File: src/rtl/ddr2_rr_arbiter_if.sv
// Client-side and downstream (af/wdf/rdf) signal bundle for the DDR2 round-robin arbiter.
// The arbiter connects through the slave modport; the client/FIFO side uses master.
interface ddr2_rr_arbiter_if #(
  parameter int NREQ = 4
);
  logic [NREQ-1:0]     req;
  logic [NREQ-1:0]     req_af_wr_en;
  logic [3*NREQ-1:0]   req_af_cmd;
  logic [31*NREQ-1:0]  req_af_addr;
  logic [NREQ-1:0]     req_wdf_wr_en;
  logic [128*NREQ-1:0] req_wdf_din;
  logic [16*NREQ-1:0]  req_wdf_mask;
  logic [NREQ-1:0]     req_rdf_rd_en;
  logic [NREQ-1:0]     req_af_full;
  logic [NREQ-1:0]     req_wdf_full;
  logic [NREQ-1:0]     req_rdf_valid;

  logic                af_full;
  logic                wdf_full;
  logic                rdf_valid;
  logic                af_wr_en;
  logic [2:0]          af_cmd_din;
  logic [30:0]         af_addr_din;
  logic                wdf_wr_en;
  logic [127:0]        wdf_din;
  logic [15:0]         wdf_mask_din;
  logic                rdf_rd_en;

  modport slave (
    input  req, req_af_wr_en, req_af_cmd, req_af_addr,
    input  req_wdf_wr_en, req_wdf_din, req_wdf_mask, req_rdf_rd_en,
    output req_af_full, req_wdf_full, req_rdf_valid,
    input  af_full, wdf_full, rdf_valid,
    output af_wr_en, af_cmd_din, af_addr_din,
    output wdf_wr_en, wdf_din, wdf_mask_din, rdf_rd_en
  );

  modport master (
    output req, req_af_wr_en, req_af_cmd, req_af_addr,
    output req_wdf_wr_en, req_wdf_din, req_wdf_mask, req_rdf_rd_en,
    input  req_af_full, req_wdf_full, req_rdf_valid,
    output af_full, wdf_full, rdf_valid,
    input  af_wr_en, af_cmd_din, af_addr_din,
    input  wdf_wr_en, wdf_din, wdf_mask_din, rdf_rd_en
  );
endinterface

File: src/rtl/ddr2_rr_arbiter.sv
// Round-robin arbiter sharing the DDR2 af/wdf among NREQ clients, one transaction at a time,
// with an in-order tag FIFO that steers read-data beats back to the issuing client.
module ddr2_rr_arbiter #(
  parameter int NREQ      = 4,
  parameter int TAG_DEPTH = 8,
  parameter int TAG_W     = 2
) (
  input  logic              clk,
  input  logic              rst,
  ddr2_rr_arbiter_if.slave  bus,
  output logic [TAG_W+1:0]  outstanding,
  output logic              orphan_err
);

  localparam int PTR_W = $clog2(TAG_DEPTH);

  typedef enum logic [1:0] {IDLE, CMD, WR0, WR1} state_t;

  state_t             state_q, state_d;
  logic [TAG_W-1:0]   g_q, g_d;
  logic [TAG_W-1:0]   last_q, last_d;
  logic [PTR_W-1:0]   wr_ptr_q, wr_ptr_d;
  logic [PTR_W-1:0]   rd_ptr_q, rd_ptr_d;
  logic [TAG_W+1:0]   cnt_q, cnt_d;
  logic               beat_q, beat_d;
  logic               orphan_q, orphan_d;

  logic [TAG_W-1:0]   tag_mem [TAG_DEPTH];
  logic [TAG_W-1:0]   pick;
  logic [TAG_W-1:0]   head;
  logic               found;
  logic               tag_push;
  logic               tag_pop;
  logic               tag_empty;
  logic               tag_full;

  assign tag_empty   = (cnt_q == '0);
  assign tag_full    = (cnt_q == (TAG_W+2)'(TAG_DEPTH));
  assign head        = tag_mem[rd_ptr_q];
  assign outstanding = cnt_q;
  assign orphan_err  = orphan_q;

  // Search starts just after the last completed grant so every client gets a turn.
  always_comb begin
    pick  = '0;
    found = 1'b0;
    for (int k = 1; k <= NREQ; k++) begin
      if (!found && bus.req[(int'(last_q) + k) % NREQ]) begin
        found = 1'b1;
        pick  = TAG_W'((int'(last_q) + k) % NREQ);
      end
    end
  end

  always_comb begin
    state_d          = state_q;
    g_d              = g_q;
    last_d           = last_q;
    tag_push         = 1'b0;
    bus.req_af_full  = '1;
    bus.req_wdf_full = '1;
    bus.af_wr_en     = 1'b0;
    bus.wdf_wr_en    = 1'b0;
    bus.af_cmd_din   = bus.req_af_cmd[3*int'(g_q) +: 3];
    bus.af_addr_din  = bus.req_af_addr[31*int'(g_q) +: 31];
    bus.wdf_din      = bus.req_wdf_din[128*int'(g_q) +: 128];
    bus.wdf_mask_din = bus.req_wdf_mask[16*int'(g_q) +: 16];
    case (state_q)
      IDLE: begin
        if (found && !tag_full) begin
          g_d     = pick;
          state_d = CMD;
        end
      end
      CMD: begin
        bus.req_af_full[g_q] = bus.af_full;
        bus.af_wr_en         = bus.req_af_wr_en[g_q] & ~bus.af_full;
        if (bus.af_wr_en) begin
          // Only 3'b001 is a read; anything else carries write data.
          if (bus.af_cmd_din == 3'b001) begin
            tag_push = 1'b1;
            last_d   = g_q;
            state_d  = IDLE;
          end else begin
            state_d  = WR0;
          end
        end else if (!bus.req[g_q]) begin
          state_d = IDLE;
        end
      end
      WR0: begin
        bus.req_wdf_full[g_q] = bus.wdf_full;
        bus.wdf_wr_en         = bus.req_wdf_wr_en[g_q] & ~bus.wdf_full;
        if (bus.wdf_wr_en) state_d = WR1;
      end
      WR1: begin
        bus.req_wdf_full[g_q] = bus.wdf_full;
        bus.wdf_wr_en         = bus.req_wdf_wr_en[g_q] & ~bus.wdf_full;
        if (bus.wdf_wr_en) begin
          last_d  = g_q;
          state_d = IDLE;
        end
      end
      default: state_d = IDLE;
    endcase
  end

  // Return path: independent of the FSM, always serves the oldest outstanding read.
  always_comb begin
    bus.req_rdf_valid = '0;
    bus.rdf_rd_en     = 1'b0;
    if (!tag_empty) begin
      bus.req_rdf_valid[head] = bus.rdf_valid;
      bus.rdf_rd_en           = bus.rdf_valid & bus.req_rdf_rd_en[head];
    end
    tag_pop  = bus.rdf_rd_en & beat_q;
    beat_d   = bus.rdf_rd_en ? ~beat_q : beat_q;
    orphan_d = orphan_q | (tag_empty & bus.rdf_valid);
    wr_ptr_d = tag_push ? wr_ptr_q + 1'b1 : wr_ptr_q;
    rd_ptr_d = tag_pop  ? rd_ptr_q + 1'b1 : rd_ptr_q;
    case ({tag_push, tag_pop})
      2'b10:   cnt_d = cnt_q + 1'b1;
      2'b01:   cnt_d = cnt_q - 1'b1;
      default: cnt_d = cnt_q;
    endcase
  end

  always_ff @(posedge clk) begin
    if (tag_push) tag_mem[wr_ptr_q] <= g_q;
  end

  always_ff @(posedge clk or negedge rst) begin
    if (!rst) begin
      state_q  <= IDLE;
      g_q      <= '0;
      last_q   <= TAG_W'(NREQ - 1);
      wr_ptr_q <= '0;
      rd_ptr_q <= '0;
      cnt_q    <= '0;
      beat_q   <= 1'b0;
      orphan_q <= 1'b0;
    end else begin
      state_q  <= state_d;
      g_q      <= g_d;
      last_q   <= last_d;
      wr_ptr_q <= wr_ptr_d;
      rd_ptr_q <= rd_ptr_d;
      cnt_q    <= cnt_d;
      beat_q   <= beat_d;
      orphan_q <= orphan_d;
    end
  end

endmodule

File: src/flat_wrapper.sv
// flat-port wrapper written by rule: the top's interface ports become plain ports
module ddr2_rr_arbiter_flat 
#(
  parameter int NREQ      = 4,
  parameter int TAG_DEPTH = 8,
  parameter int TAG_W     = 2
)
  (clk, rst, outstanding, orphan_err, bus_req, bus_req_af_wr_en, bus_req_af_cmd, bus_req_af_addr, bus_req_wdf_wr_en, bus_req_wdf_din, bus_req_wdf_mask, bus_req_rdf_rd_en, bus_req_af_full, bus_req_wdf_full, bus_req_rdf_valid, bus_af_full, bus_wdf_full, bus_rdf_valid, bus_af_wr_en, bus_af_cmd_din, bus_af_addr_din, bus_wdf_wr_en, bus_wdf_din, bus_wdf_mask_din, bus_rdf_rd_en);
  ddr2_rr_arbiter_if #(.NREQ(NREQ)) bus_i ();
  input  logic clk;
  input  logic rst;
  output logic [TAG_W+1:0] outstanding;
  output logic orphan_err;
  input wire logic [$bits(bus_i.req)-1:0] bus_req;
  input wire logic [$bits(bus_i.req_af_wr_en)-1:0] bus_req_af_wr_en;
  input wire logic [$bits(bus_i.req_af_cmd)-1:0] bus_req_af_cmd;
  input wire logic [$bits(bus_i.req_af_addr)-1:0] bus_req_af_addr;
  input wire logic [$bits(bus_i.req_wdf_wr_en)-1:0] bus_req_wdf_wr_en;
  input wire logic [$bits(bus_i.req_wdf_din)-1:0] bus_req_wdf_din;
  input wire logic [$bits(bus_i.req_wdf_mask)-1:0] bus_req_wdf_mask;
  input wire logic [$bits(bus_i.req_rdf_rd_en)-1:0] bus_req_rdf_rd_en;
  output wire logic [$bits(bus_i.req_af_full)-1:0] bus_req_af_full;
  output wire logic [$bits(bus_i.req_wdf_full)-1:0] bus_req_wdf_full;
  output wire logic [$bits(bus_i.req_rdf_valid)-1:0] bus_req_rdf_valid;
  input wire logic [$bits(bus_i.af_full)-1:0] bus_af_full;
  input wire logic [$bits(bus_i.wdf_full)-1:0] bus_wdf_full;
  input wire logic [$bits(bus_i.rdf_valid)-1:0] bus_rdf_valid;
  output wire logic [$bits(bus_i.af_wr_en)-1:0] bus_af_wr_en;
  output wire logic [$bits(bus_i.af_cmd_din)-1:0] bus_af_cmd_din;
  output wire logic [$bits(bus_i.af_addr_din)-1:0] bus_af_addr_din;
  output wire logic [$bits(bus_i.wdf_wr_en)-1:0] bus_wdf_wr_en;
  output wire logic [$bits(bus_i.wdf_din)-1:0] bus_wdf_din;
  output wire logic [$bits(bus_i.wdf_mask_din)-1:0] bus_wdf_mask_din;
  output wire logic [$bits(bus_i.rdf_rd_en)-1:0] bus_rdf_rd_en;
  assign bus_i.req = bus_req;
  assign bus_i.req_af_wr_en = bus_req_af_wr_en;
  assign bus_i.req_af_cmd = bus_req_af_cmd;
  assign bus_i.req_af_addr = bus_req_af_addr;
  assign bus_i.req_wdf_wr_en = bus_req_wdf_wr_en;
  assign bus_i.req_wdf_din = bus_req_wdf_din;
  assign bus_i.req_wdf_mask = bus_req_wdf_mask;
  assign bus_i.req_rdf_rd_en = bus_req_rdf_rd_en;
  assign bus_req_af_full = bus_i.req_af_full;
  assign bus_req_wdf_full = bus_i.req_wdf_full;
  assign bus_req_rdf_valid = bus_i.req_rdf_valid;
  assign bus_i.af_full = bus_af_full;
  assign bus_i.wdf_full = bus_wdf_full;
  assign bus_i.rdf_valid = bus_rdf_valid;
  assign bus_af_wr_en = bus_i.af_wr_en;
  assign bus_af_cmd_din = bus_i.af_cmd_din;
  assign bus_af_addr_din = bus_i.af_addr_din;
  assign bus_wdf_wr_en = bus_i.wdf_wr_en;
  assign bus_wdf_din = bus_i.wdf_din;
  assign bus_wdf_mask_din = bus_i.wdf_mask_din;
  assign bus_rdf_rd_en = bus_i.rdf_rd_en;
  ddr2_rr_arbiter #(.NREQ(NREQ), .TAG_DEPTH(TAG_DEPTH), .TAG_W(TAG_W)) u_core (.clk(clk), .rst(rst), .bus(bus_i), .outstanding(outstanding), .orphan_err(orphan_err));
endmodule
File: config.mk
export PLATFORM = sky130hd
export DESIGN_NAME = ddr2_rr_arbiter_flat
export DESIGN_NICKNAME = d
export VERILOG_FILES = /design/src/rtl/ddr2_rr_arbiter_if.sv /design/src/rtl/ddr2_rr_arbiter.sv /design/src/flat_wrapper.sv
export SDC_FILE = /design/constraint.sdc
export NUM_CORES = 1
export LEC_CHECK = 0
export ABC_AREA = 1
export CORE_AREA = 2 2 362 364
export CTS_BUF_LIST = sky130_fd_sc_hd__clkbuf_2 sky130_fd_sc_hd__clkbuf_4 sky130_fd_sc_hd__clkbuf_8
export CTS_CLUSTER_SIZE = 25
export DETAILED_ROUTE_END_ITERATION = 8
export DIE_AREA = 0 0 364 366
export DONT_BUFFER_PORTS = 1
export GPL_ROUTABILITY_DRIVEN = 0
export PLACE_DENSITY = 0.3
export SLEW_MARGIN = 20
export SYNTH_ARGS = -nofsm -noshare
export SYNTH_HDL_FRONTEND = slang
export SYNTH_SLANG_ARGS = --single-unit
File: constraint.sdc
create_clock -name clk -period 3.72 [get_ports clk]
set_input_delay 1.116 -clock clk [delete_from_list [all_inputs] [get_ports clk]]
set_output_delay 1.116 -clock clk [all_outputs]
set_load 0.1 [all_outputs]
==> flow_metrics.env <==
export IMPL_grt_start_max_net_pins=57
export IMPL_placed_cell_area_um2=11900
export IMPL_synth_edf_count=16
export IMPL_fin_cells=2917
export IMPL_status="completed"
export IMPL_start_util_pct=4.60
export IMPL_finalCritPeriodShare_pct=97.2
export IMPL_rsz0062_at_grt="false"
export IMPL_end_kind="primary output"
export IMPL_grt_overflow_total=0
export IMPL_chipHeight_um=366
export IMPL_synth_top_area_share_pct=34.8
export IMPL_vias=9186
export IMPL_grt_pass1_wl_mm=105
export IMPL_layout_common_cells="361 x nand2_1, 271 x a22oi_1, 164 x buf_12"
export IMPL_tightest_slew_ns=0.960
export IMPL_totalWireLength_mm=87.3
export IMPL_synth_main_ff_cell="edfxtp_1"
export IMPL_yosys_cell_types_count=38
export IMPL_die_w_um=364
export IMPL_cts_sinks=34
export IMPL_rows=132
export IMPL_cts_made_buffers=5
export IMPL_arrival_ns=2.50
export IMPL_netlist_area_um2=5930
export IMPL_path_class="flip-flop to primary output"
export IMPL_via_per_inst=3.15
export IMPL_skew_ns=0.00992
export IMPL_syn_inst=979
export IMPL_layout_nets=1898
export IMPL_synth_seq_cells=34
export IMPL_start_kind="flip-flop"
export IMPL_cts_tree="done"
export IMPL_drive_gt1_share_pct=26.6
export IMPL_yosysTopAreaCell="a22oi_1"
export IMPL_drv_slew=0
export IMPL_ant_nets=0
export IMPL_dp_cells=2891
export IMPL_pin_count=931
export IMPL_clk_path_buf_depth=2
export IMPL_wl_per_cell_um=29.9
export IMPL_maxCapViolCount=0
export IMPL_dr_first_iter_drc_count=779
export IMPL_drc=0
export IMPL_antenna_found_initial=83
export IMPL_first_global_vias=8803
export IMPL_critPathMaxFanout=32
export IMPL_htree_levels=2
export IMPL_detailedPlacementHpwl_mm=81.5
export IMPL_port_buffers=0
export IMPL_syn_area_per_cell_um2=6.06
export IMPL_synth_top_cells_by_area="a22oi_1 35%, nand2_1 23%, nand3_1 8.3%"
export IMPL_place_ws_ns=0.115
export IMPL_fin_area_um2=12100
export IMPL_max_slew_margin_pct=36.0
export IMPL_fin_ws_ns=0.104
export IMPL_cts_root_buf="clkbuf_8"
export IMPL_insertion_delay_ns=0.30
export IMPL_crit_required_ns=2.60
export IMPL_final_common_cell="nand2_1"
export IMPL_die_area_um2=133000
export IMPL_seq_area_frac_synth_pct=15.7
export IMPL_hold_viol=0
export IMPL_path_clk_slew_ns=0.08
export IMPL_hold_class="input port to async pin"
export IMPL_syn_nets=1718
export IMPL_area_delta_synth_final_pct=104
export IMPL_grt_usage_pct=12.4
export IMPL_max_freq_ghz=0.277
export IMPL_ys_async_sr_fraction_pct=52.9
export IMPL_period_minus_slack_ns=3.62
export IMPL_firstDrtPassIters=5
export IMPL_final_core_util_pct=9.40
export IMPL_setup_viol=0
export IMPL_nFillCells=15000
export IMPL_core_um2=129000
export IMPL_ys_warn_count=0
[cells by family (layout without fill, tap and decap cells)]
family / count (synthesis) / count (layout) / share of synthesized area, %
other: 0 / 15 / 0
flip-flops: 34 / 34 / 15.7
XOR/XNOR: 5 / 5 / 0.738
adder cells (fa/ha/maj): 6 / 6 / 1.39
AND/OR/NAND/NOR: 512 / 512 / 36.4
buffers and inverters: 128 / 309 / 8.94
AO/OA/AOI/OAI: 294 / 294 / 36.8
[synthesized netlist by cell type, types with 6 or more instances]
cell	count
nand2_1	361
a22oi_1	275
nand3_1	98
clkbuf_1	48
inv_1	43
buf_2	19
nor2_1	17
dfrtp_1	16
edfxtp_1	16
nor3_1	12
buf_1	9
nand4_1	6
o21ai_0	6
[stage by stage]
step                hold WS [ns]  setup TNS, ns
detailed placement         0.506              0
global route               0.491              0
CTS                        0.492              0
floorplan                  0.476          -3.23
global placement           0.514              0
finish                     0.503              0
[state kept, by name (all words and copies together), names as in the netlist, named ones only]
register	cells
u_core.outstanding	4
u_core.wr_ptr_q	3
u_core.last_q	2
u_core.rd_ptr_q	3
u_core.tag_mem	16
u_core.state_q	1
u_core.orphan_err	1
u_core.g_q	2
u_core.beat_q	1
[worst paths after layout]
path / to / cells past startpoint / slack (ns) / startpoint
hold reg to reg: u_core.last_q[1]$_DFFE_PN1P_ / 2 / 0.51 / u_core.last_q[1]$_DFFE_PN1P_
max in group asynchronous: u_core.last_q[1]$_DFFE_PN1P_ / 0 / 3.05 / rst
setup / recovery: bus_wdf_din[113] / 7 / 0.10 / u_core.g_q[0]$_DFFE_PN0P_
setup reg to reg: u_core.outstanding[3]$_DFFE_PN0P_ / 21 / 0.32 / u_core.g_q[1]$_DFFE_PN0P_
min in group clk: u_core.last_q[1]$_DFFE_PN1P_ / 2 / 0.51 / u_core.last_q[1]$_DFFE_PN1P_
hold / removal: u_core.rd_ptr_q[1]$_DFFE_PN0P_ / 0 / 0.50 / rst
[worst max-delay path: stages, from the launching register on]
cell     delay [ns]
dfrtp_1        0.48
inv_1          0.15
nor2_4         0.06
buf_12         0.16
buf_12         0.20
a22oi_1        0.61
nand3_1        0.24
buf_12         0.24
[cell type report]
class,instances,area (um2),share of cell area (%)
antenna,15,37.5,0.310
tap,1742,2180,18.0
clock inverter,3,68.8,0.567
inverter,47,184,1.52
clock buffer,5,68.8,0.567
sequential,34,933,7.70
multi-input combinational,817,4600,37.9
timing repair buffer,254,4060,33.4
[layer usage]
metal | GRT usage, % | vias up | routed length [um]
met5 | 0 | - | 546
li1 | - | 3918 | -
met2 | 21.2 | 718 | 41700
met3 | 7.99 | 191 | 13200
met1 | 12.5 | 4277 | 29500
met4 | 2.74 | 82 | 2340
[what timing repair did]
item / in CTS / in global routing
pin swaps: 0 / 1
endpoints found under the setup margin: 4 / 4
gates resized for setup: 4 / 1
hold buffers: 0 / 0
buffers inserted: 0 / 3
hold endpoints to repair: 0 / 0
Power is left out: the tool's default activity adds up to more than one toggle a clock period on the data nets, which glitch-free logic cannot reach.
